### src/rtl/pool_spike_encoder_pkg.sv
// Shared types and defaults for the pooled-pixel spike encoder.
// POOL_TIMESTEP_MARKER_EN adds the MARKER state used for end-of-timestep marker words.
package pool_spike_encoder_pkg;

    localparam int unsigned DEFAULT_COORD_BITS  = 8;
    localparam int unsigned DEFAULT_CHANNELS    = 4;
    localparam int unsigned DEFAULT_CH_IDX_BITS = (DEFAULT_CHANNELS > 1) ? $clog2(DEFAULT_CHANNELS) : 1;
    localparam int unsigned DEFAULT_COUNT_BITS  = 16;

    typedef struct packed {
        logic [DEFAULT_COORD_BITS-1:0]  x;
        logic [DEFAULT_COORD_BITS-1:0]  y;
        logic [DEFAULT_CH_IDX_BITS-1:0] ch;
    } pool_event_t;

`ifdef POOL_TIMESTEP_MARKER_EN
    typedef enum logic [1:0] {
        ST_IDLE   = 2'd0,
        ST_EMIT   = 2'd1,
        ST_MARKER = 2'd2
    } encoder_state_t;
`else
    typedef enum logic {
        ST_IDLE = 1'b0,
        ST_EMIT = 1'b1
    } encoder_state_t;
`endif

    // Channel index width, never below one bit.
    function automatic int unsigned idx_bits(input int unsigned n);
        return (n > 1) ? $clog2(n) : 1;
    endfunction

endpackage

### src/rtl/pool_spike_encoder_if.sv
// Pixel-in / event-out handshake bundle of the pooled-pixel spike encoder.
interface pool_spike_encoder_if
    import pool_spike_encoder_pkg::*;
#(
    parameter int unsigned COORD_BITS = DEFAULT_COORD_BITS,
    parameter int unsigned CHANNELS   = DEFAULT_CHANNELS
) ();

    localparam int unsigned CH_IDX_BITS = idx_bits(CHANNELS);
    localparam int unsigned EVENT_WIDTH = 2 * COORD_BITS + CH_IDX_BITS;

    logic                   in_valid;
    logic                   in_ready;
    logic [COORD_BITS-1:0]  in_x;
    logic [COORD_BITS-1:0]  in_y;
    logic [CHANNELS-1:0]    in_spikes;
    logic                   in_last;
    logic [EVENT_WIDTH-1:0] out_event;
    logic                   out_write_en;
    logic                   out_fifo_full;

    modport master (
        output in_valid, in_x, in_y, in_spikes, in_last, out_fifo_full,
        input  in_ready, out_event, out_write_en
    );

    modport slave (
        input  in_valid, in_x, in_y, in_spikes, in_last, out_fifo_full,
        output in_ready, out_event, out_write_en
    );

endinterface

### src/rtl/lowest_set_bit_enc.sv
// Combinational priority encoder: index of the lowest set bit plus an any-set flag.
module lowest_set_bit_enc #(
    parameter int unsigned CHANNELS = 4,
    parameter int unsigned IDX_BITS = (CHANNELS > 1) ? $clog2(CHANNELS) : 1
) (
    input  logic [CHANNELS-1:0] i_vec,
    output logic [IDX_BITS-1:0] o_idx,
    output logic                o_any
);

    // Scan from the top so the lowest set bit is written last and wins.
    always_comb begin
        o_idx = '0;
        o_any = |i_vec;
        for (int i = int'(CHANNELS) - 1; i >= 0; i--) begin
            if (i_vec[i]) o_idx = IDX_BITS'(i);
        end
    end

endmodule

### src/rtl/pool_spike_encoder.sv
// Serialises each pooled pixel's spike vector into {x, y, ch} output FIFO events.
// POOL_TIMESTEP_MARKER_EN appends an all-ones coordinate marker word after each timestep.
module pool_spike_encoder
    import pool_spike_encoder_pkg::*;
#(
    parameter int unsigned COORD_BITS = DEFAULT_COORD_BITS,
    parameter int unsigned CHANNELS   = DEFAULT_CHANNELS,
    parameter int unsigned COUNT_BITS = DEFAULT_COUNT_BITS
) (
    input  logic                  clk,
    input  logic                  rst_n,
    input  logic                  sys_reset,
    pool_spike_encoder_if.slave   bus,
    output logic                  busy,
    output logic [COUNT_BITS-1:0] ts_event_count,
    output logic                  ts_done
);

    localparam int unsigned CH_IDX_BITS = idx_bits(CHANNELS);

    encoder_state_t         r_state;
    logic [COORD_BITS-1:0]  r_x;
    logic [COORD_BITS-1:0]  r_y;
    logic [CHANNELS-1:0]    r_spikes;
    logic                   r_last;
    logic [COUNT_BITS-1:0]  r_run_cnt;
    logic [COUNT_BITS-1:0]  r_ts_count;
    logic                   r_ts_done;

    logic [CH_IDX_BITS-1:0] w_ch;
    logic                   w_any;
    logic                   w_accept;
    logic                   w_write_emit;
    logic                   w_final;
    logic [CHANNELS-1:0]    w_spikes_next;
    logic [COUNT_BITS-1:0]  w_cnt_inc;

    lowest_set_bit_enc #(
        .CHANNELS (CHANNELS),
        .IDX_BITS (CH_IDX_BITS)
    ) u_lsb (
        .i_vec (r_spikes),
        .o_idx (w_ch),
        .o_any (w_any)
    );

    assign w_accept      = bus.in_valid && (r_state == ST_IDLE);
    // A write is suppressed while the FIFO is full or a synchronous clear is discarding the pixel.
    assign w_write_emit  = (r_state == ST_EMIT) && w_any && !bus.out_fifo_full && !sys_reset;
    assign w_spikes_next = r_spikes & ~(CHANNELS'(1) << w_ch);
    assign w_final       = (w_spikes_next == '0);
    assign w_cnt_inc     = (r_run_cnt == '1) ? r_run_cnt : r_run_cnt + COUNT_BITS'(1);

`ifdef POOL_TIMESTEP_MARKER_EN
    logic w_write_marker;
    assign w_write_marker   = (r_state == ST_MARKER) && !bus.out_fifo_full && !sys_reset;
    assign bus.out_write_en = w_write_emit || w_write_marker;
    assign bus.out_event    = (r_state == ST_MARKER)
                            ? {{COORD_BITS{1'b1}}, {COORD_BITS{1'b1}}, {CH_IDX_BITS{1'b0}}}
                            : {r_x, r_y, w_ch};
`else
    assign bus.out_write_en = w_write_emit;
    assign bus.out_event    = {r_x, r_y, w_ch};
`endif

    assign bus.in_ready   = (r_state == ST_IDLE);
    assign busy           = (r_state != ST_IDLE);
    assign ts_event_count = r_ts_count;
    assign ts_done        = r_ts_done;

    always_ff @(posedge clk or negedge rst_n) begin
        if (!rst_n) begin
            r_state    <= ST_IDLE;
            r_x        <= '0;
            r_y        <= '0;
            r_spikes   <= '0;
            r_last     <= 1'b0;
            r_run_cnt  <= '0;
            r_ts_count <= '0;
            r_ts_done  <= 1'b0;
        end else if (sys_reset) begin
            r_state    <= ST_IDLE;
            r_x        <= '0;
            r_y        <= '0;
            r_spikes   <= '0;
            r_last     <= 1'b0;
            r_run_cnt  <= '0;
            r_ts_count <= '0;
            r_ts_done  <= 1'b0;
        end else begin
            r_ts_done <= 1'b0;
            case (r_state)
                ST_IDLE: begin
                    if (w_accept) begin
                        r_x      <= bus.in_x;
                        r_y      <= bus.in_y;
                        r_spikes <= bus.in_spikes;
                        r_last   <= bus.in_last;
                        if (|bus.in_spikes) begin
                            r_state <= ST_EMIT;
                        end else if (bus.in_last) begin
`ifdef POOL_TIMESTEP_MARKER_EN
                            r_state    <= ST_MARKER;
`else
                            r_ts_count <= r_run_cnt;
                            r_run_cnt  <= '0;
                            r_ts_done  <= 1'b1;
`endif
                        end
                    end
                end
                ST_EMIT: begin
                    if (w_write_emit) begin
                        r_spikes  <= w_spikes_next;
                        r_run_cnt <= w_cnt_inc;
                        if (w_final) begin
                            r_state <= ST_IDLE;
                            if (r_last) begin
`ifdef POOL_TIMESTEP_MARKER_EN
                                r_state    <= ST_MARKER;
`else
                                r_ts_count <= w_cnt_inc;
                                r_run_cnt  <= '0;
                                r_ts_done  <= 1'b1;
`endif
                            end
                        end
                    end
                end
`ifdef POOL_TIMESTEP_MARKER_EN
                ST_MARKER: begin
                    // Marker word is not counted; the timestep closes on its write.
                    if (w_write_marker) begin
                        r_ts_count <= r_run_cnt;
                        r_run_cnt  <= '0;
                        r_ts_done  <= 1'b1;
                        r_state    <= ST_IDLE;
                    end
                end
`endif
                default: r_state <= ST_IDLE;
            endcase
        end
    end

endmodule

### src/flat_wrapper.sv
// flat-port wrapper written by rule: the top's interface ports become plain ports
module pool_spike_encoder_flat import pool_spike_encoder_pkg::*;
#(
    parameter int unsigned COORD_BITS = DEFAULT_COORD_BITS,
    parameter int unsigned CHANNELS   = DEFAULT_CHANNELS,
    parameter int unsigned COUNT_BITS = DEFAULT_COUNT_BITS
)
  (clk, rst_n, sys_reset, busy, ts_event_count, ts_done, bus_in_valid, bus_in_x, bus_in_y, bus_in_spikes, bus_in_last, bus_out_fifo_full, bus_in_ready, bus_out_event, bus_out_write_en);
  pool_spike_encoder_if #(.COORD_BITS(COORD_BITS), .CHANNELS(CHANNELS)) bus_i ();
  input  logic clk;
  input  logic rst_n;
  input  logic sys_reset;
  output logic busy;
  output logic [COUNT_BITS-1:0] ts_event_count;
  output logic ts_done;
  input wire logic [$bits(bus_i.in_valid)-1:0] bus_in_valid;
  input wire logic [$bits(bus_i.in_x)-1:0] bus_in_x;
  input wire logic [$bits(bus_i.in_y)-1:0] bus_in_y;
  input wire logic [$bits(bus_i.in_spikes)-1:0] bus_in_spikes;
  input wire logic [$bits(bus_i.in_last)-1:0] bus_in_last;
  input wire logic [$bits(bus_i.out_fifo_full)-1:0] bus_out_fifo_full;
  output wire logic [$bits(bus_i.in_ready)-1:0] bus_in_ready;
  output wire logic [$bits(bus_i.out_event)-1:0] bus_out_event;
  output wire logic [$bits(bus_i.out_write_en)-1:0] bus_out_write_en;
  assign bus_i.in_valid = bus_in_valid;
  assign bus_i.in_x = bus_in_x;
  assign bus_i.in_y = bus_in_y;
  assign bus_i.in_spikes = bus_in_spikes;
  assign bus_i.in_last = bus_in_last;
  assign bus_i.out_fifo_full = bus_out_fifo_full;
  assign bus_in_ready = bus_i.in_ready;
  assign bus_out_event = bus_i.out_event;
  assign bus_out_write_en = bus_i.out_write_en;
  pool_spike_encoder #(.COORD_BITS(COORD_BITS), .CHANNELS(CHANNELS), .COUNT_BITS(COUNT_BITS)) u_core (.clk(clk), .rst_n(rst_n), .sys_reset(sys_reset), .bus(bus_i), .busy(busy), .ts_event_count(ts_event_count), .ts_done(ts_done));
endmodule
### config.mk
export PLATFORM = sky130hd
export DESIGN_NAME = pool_spike_encoder_flat
export DESIGN_NICKNAME = d
export VERILOG_FILES = /design/src/rtl/pool_spike_encoder_pkg.sv /design/src/rtl/pool_spike_encoder_if.sv /design/src/rtl/lowest_set_bit_enc.sv /design/src/rtl/pool_spike_encoder.sv /design/src/flat_wrapper.sv
export SDC_FILE = /design/constraint.sdc
export NUM_CORES = 1
export LEC_CHECK = 0
export BUFFER_PORTS_ARGS = -buffer_cell sky130_fd_sc_hd__buf_4
export CAP_MARGIN = 0
export CORE_UTILIZATION = 54
export DETAILED_ROUTE_END_ITERATION = 8
export MAX_ROUTING_LAYER = met4
export PLACE_DENSITY = 0.75
export SYNTH_ARGS = -nofsm -noshare
export SYNTH_HDL_FRONTEND = slang
export SYNTH_HIERARCHICAL = 1
export SYNTH_SLANG_ARGS = --single-unit
### constraint.sdc
create_clock -name clk -period 2.55 [get_ports clk]
set_input_delay 0.51 -clock clk [delete_from_list [all_inputs] [get_ports clk]]
set_output_delay 0.51 -clock clk [all_outputs]
set_load 0.01 [all_outputs]
==> flow_metrics.env <==
export IMPL_synth_edf_count=0
export IMPL_ys_seq_elements=55
export IMPL_grt_max_degree=56
export IMPL_hold_path_class="primary input to asynchronous set/reset pin"
export IMPL_start_util=0.5743
export IMPL_finish_instance_area_um2=3651
export IMPL_tns_ns=0
export IMPL_synth_avg_cell_area_um2=9.931
export IMPL_syn_num_nets=328
export IMPL_slew_viol_final=0
export IMPL_netlist_area_um2=2989
export IMPL_drcViolationCount=0
export IMPL_period_needed_ns=2.419
export IMPL_dp_hpwl_um=5219
export IMPL_dr_pass1_iters=5
export IMPL_seq_area_frac_synth=0.4604
export IMPL_syn_inst=301
export IMPL_drt_wl_total_um=7617
export IMPL_area_growth_pct=22.14
export IMPL_maxCapViolCount=0
export IMPL_htree_levels=2
export IMPL_layout_common_cells="70 x buf_4, 55 x dfrtp_1, 33 x nand2_1, 22 x a22o_1, 19 x a21oi_1"
export IMPL_place_area_um2=3510
export IMPL_synthTopCellsByArea="dfrtp_1 46%, a22o_1 6.4%, nand2_1 4.1%, a21oi_1 3.2%, o31ai_1 2.8%"
export IMPL_dp_cells=421
export IMPL_cts_buffers=5
export IMPL_yosysTopAreaCell="dfrtp_1"
export IMPL_fin_cells=430
export IMPL_ys_types=55
export IMPL_synth_top_flop_cell="dfrtp_1"
export IMPL_r2r_setup_slack_ns=0.13
export IMPL_final_common_cell="buf_4"
export IMPL_wl_per_cell_um=17.71
export IMPL_outcome="completed"
export IMPL_die_h_um=76.40
export IMPL_antenna_found_initial=0
export IMPL_ys_warn_count=6
export IMPL_fmax_mhz=413.4
export IMPL_worst_slew_pin_slew_ns=1.208
export IMPL_clk_pin_slew_worst_paths_ns=0.10
export IMPL_hold_ws_ns=0.2317
export IMPL_cts_root_buf="clkbuf_8"
export IMPL_grt_pass1_wl_um=12570
export IMPL_ant_nets=0
export IMPL_io_pins=64
export IMPL_critPathCaptureType="flop"
export IMPL_worstSetupPathType="flop to flop"
export IMPL_hold_violations=0
export IMPL_via_count=2716
export IMPL_leakage_nw=1.716
export IMPL_dieArea_um2=5837
export IMPL_die_x_um=76.40
export IMPL_critPathMaxFanout=7
export IMPL_vias_per_cell=6.316
export IMPL_drive_above_1_share=0.2806
export IMPL_setup_viol=0
export IMPL_critPathArrivalTime_ns=2.61
export IMPL_gp_congestion=0.8893
export IMPL_synth_top_area_share=0.4604
export IMPL_synthArstFlopShare=1.000
export IMPL_grt_pass1_vias=2586
export IMPL_cp_required_ns=2.75
export IMPL_grt_usage=0.2803
export IMPL_rsz0062_at_grt="false"
export IMPL_clockBufferDepth=2
export IMPL_antenna_cells=0
export IMPL_clk_latency_ns=0.31
export IMPL_portBuffers=63
export IMPL_p_per_area_nw_per_um2=536.8
export IMPL_period_share=0.9485
export IMPL_crit_path_start_kind="flop"
export IMPL_core_um2=5205
export IMPL_rows=26
export IMPL_ir_worst_vdd_v=0.0003415
export IMPL_final_nets=386
export IMPL_fin_skew_ns=0.007660
export IMPL_slew_headroom=0.1914
export IMPL_clock_sinks=55
export IMPL_cts_tree="yes"
export IMPL_grt_overflow=0
export IMPL_drt_first_iter_violations=302
power by group:
group / switching, mW / total [mW] / internal (mW)
Combinational: 0.231 / 0.413 / 0.182
Clock: 0.283 / 0.601 / 0.318
Sequential: 0.0386 / 0.946 / 0.907
cell type report:
cell class                      instances  area [µm²]
Timing Repair Buffer                   71       536.8
Multi-Input combinational cell        219        1506
Clock inverter                          2       35.03
Sequential cell                        55        1376
Clock buffer                            6       82.58
Inverter                                7       26.28
Tap cell                               70       87.58
Fill cell                             412        1554
synthesized netlist by cell type, types with 2 or more instances:
master,n
o211ai_1,2
o22ai_4,2
clkbuf_1,8
o21ai_0,10
nor2b_1,2
nor2_1,18
buf_2,8
nor3_1,2
a221o_1,2
a41oi_1,3
nor4_2,2
o22ai_1,2
mux2i_1,5
a21o_1,3
a31oi_1,3
mux2_2,4
a22o_1,22
nand2b_1,5
nand3_1,15
nand4_1,12
o211a_1,2
nand2_1,33
inv_1,6
and4_1,4
nand4_2,2
dfrtp_1,55
buf_1,3
a21oi_1,19
xnor2_1,6
or2_2,2
o31ai_1,11
and3_1,5
registers in the layout (all words and copies together) (netlist names):
| name | count |
|---|---|
| u_core/ts_done | 1 |
| u_core/r_run_cnt | 16 |
| u_core/r_y | 8 |
| u_core/ts_event_count | 16 |
| u_core/busy | 1 |
| u_core/r_spikes | 4 |
| u_core/r_last | 1 |
| u_core/r_x | 8 |
final timing paths:
kind,startpoint,to,depth (start not counted)
max,u_core/r_spikes[2],u_core/r_run_cnt[5],7
min,rst_n,u_core/r_spikes[1],1
min in group clk,bus_in_y[6],u_core/r_y[6],2
max in group asynchronous,rst_n,u_core/r_spikes[2],1
max reg2reg,u_core/r_spikes[2],u_core/r_run_cnt[5],7
min reg2reg,u_core/ts_event_count[5],u_core/ts_event_count[5],2
logic make-up after synthesis:
| family | share of synthesized area |
|---|---|
| AO/OA/AOI/OAI | 0.2453 |
| XOR/XNOR | 0.01758 |
| adder cells (fa/ha/maj) | 0.004185 |
| buffers and inverters | 0.03976 |
| flip-flops | 0.4604 |
| multiplexers | 0.03181 |
| AND/OR/NAND/NOR | 0.2009 |
critical path: stages (launching register included):
cell      delay, ns
dfrtp_1        0.43
nand2b_1       0.22
a21oi_4        0.22
or3b_2         0.50
o22ai_4        0.26
o22ai_4        0.16
and3_4         0.23
a221o_1        0.30
what timing repair did:
item / in CTS / in global routing
hold buffers: 0 / 0
gates resized for setup: 0 / 3
endpoints found under the setup margin: 0 / 10
buffers inserted: 0 / 1
through the flow:
| stage | util | worst slack (ns) | total power [mW] |
|---|---|---|---|
| floorplan | - | 0.03045 | 1.190 |
| global placement | 0.6743 | 0.2323 | 1.347 |
| detailed placement | 0.6743 | 0.1209 | 1.354 |
| CTS | 0.6969 | 0.1016 | 1.957 |
| global route | 0.7014 | 0.01918 | 2.042 |
| finish | 0.7014 | 0.1313 | 1.960 |
layer usage:
layer  share of wire  GRT usage  wire length (µm)
met1            0.45     0.3614              3424
met2            0.48     0.4432              3663
met3           0.049    0.03952               370
met4           0.021     0.1212               158
met5               0          -                 0
Note: power is estimated with default switching activity, not from simulation.
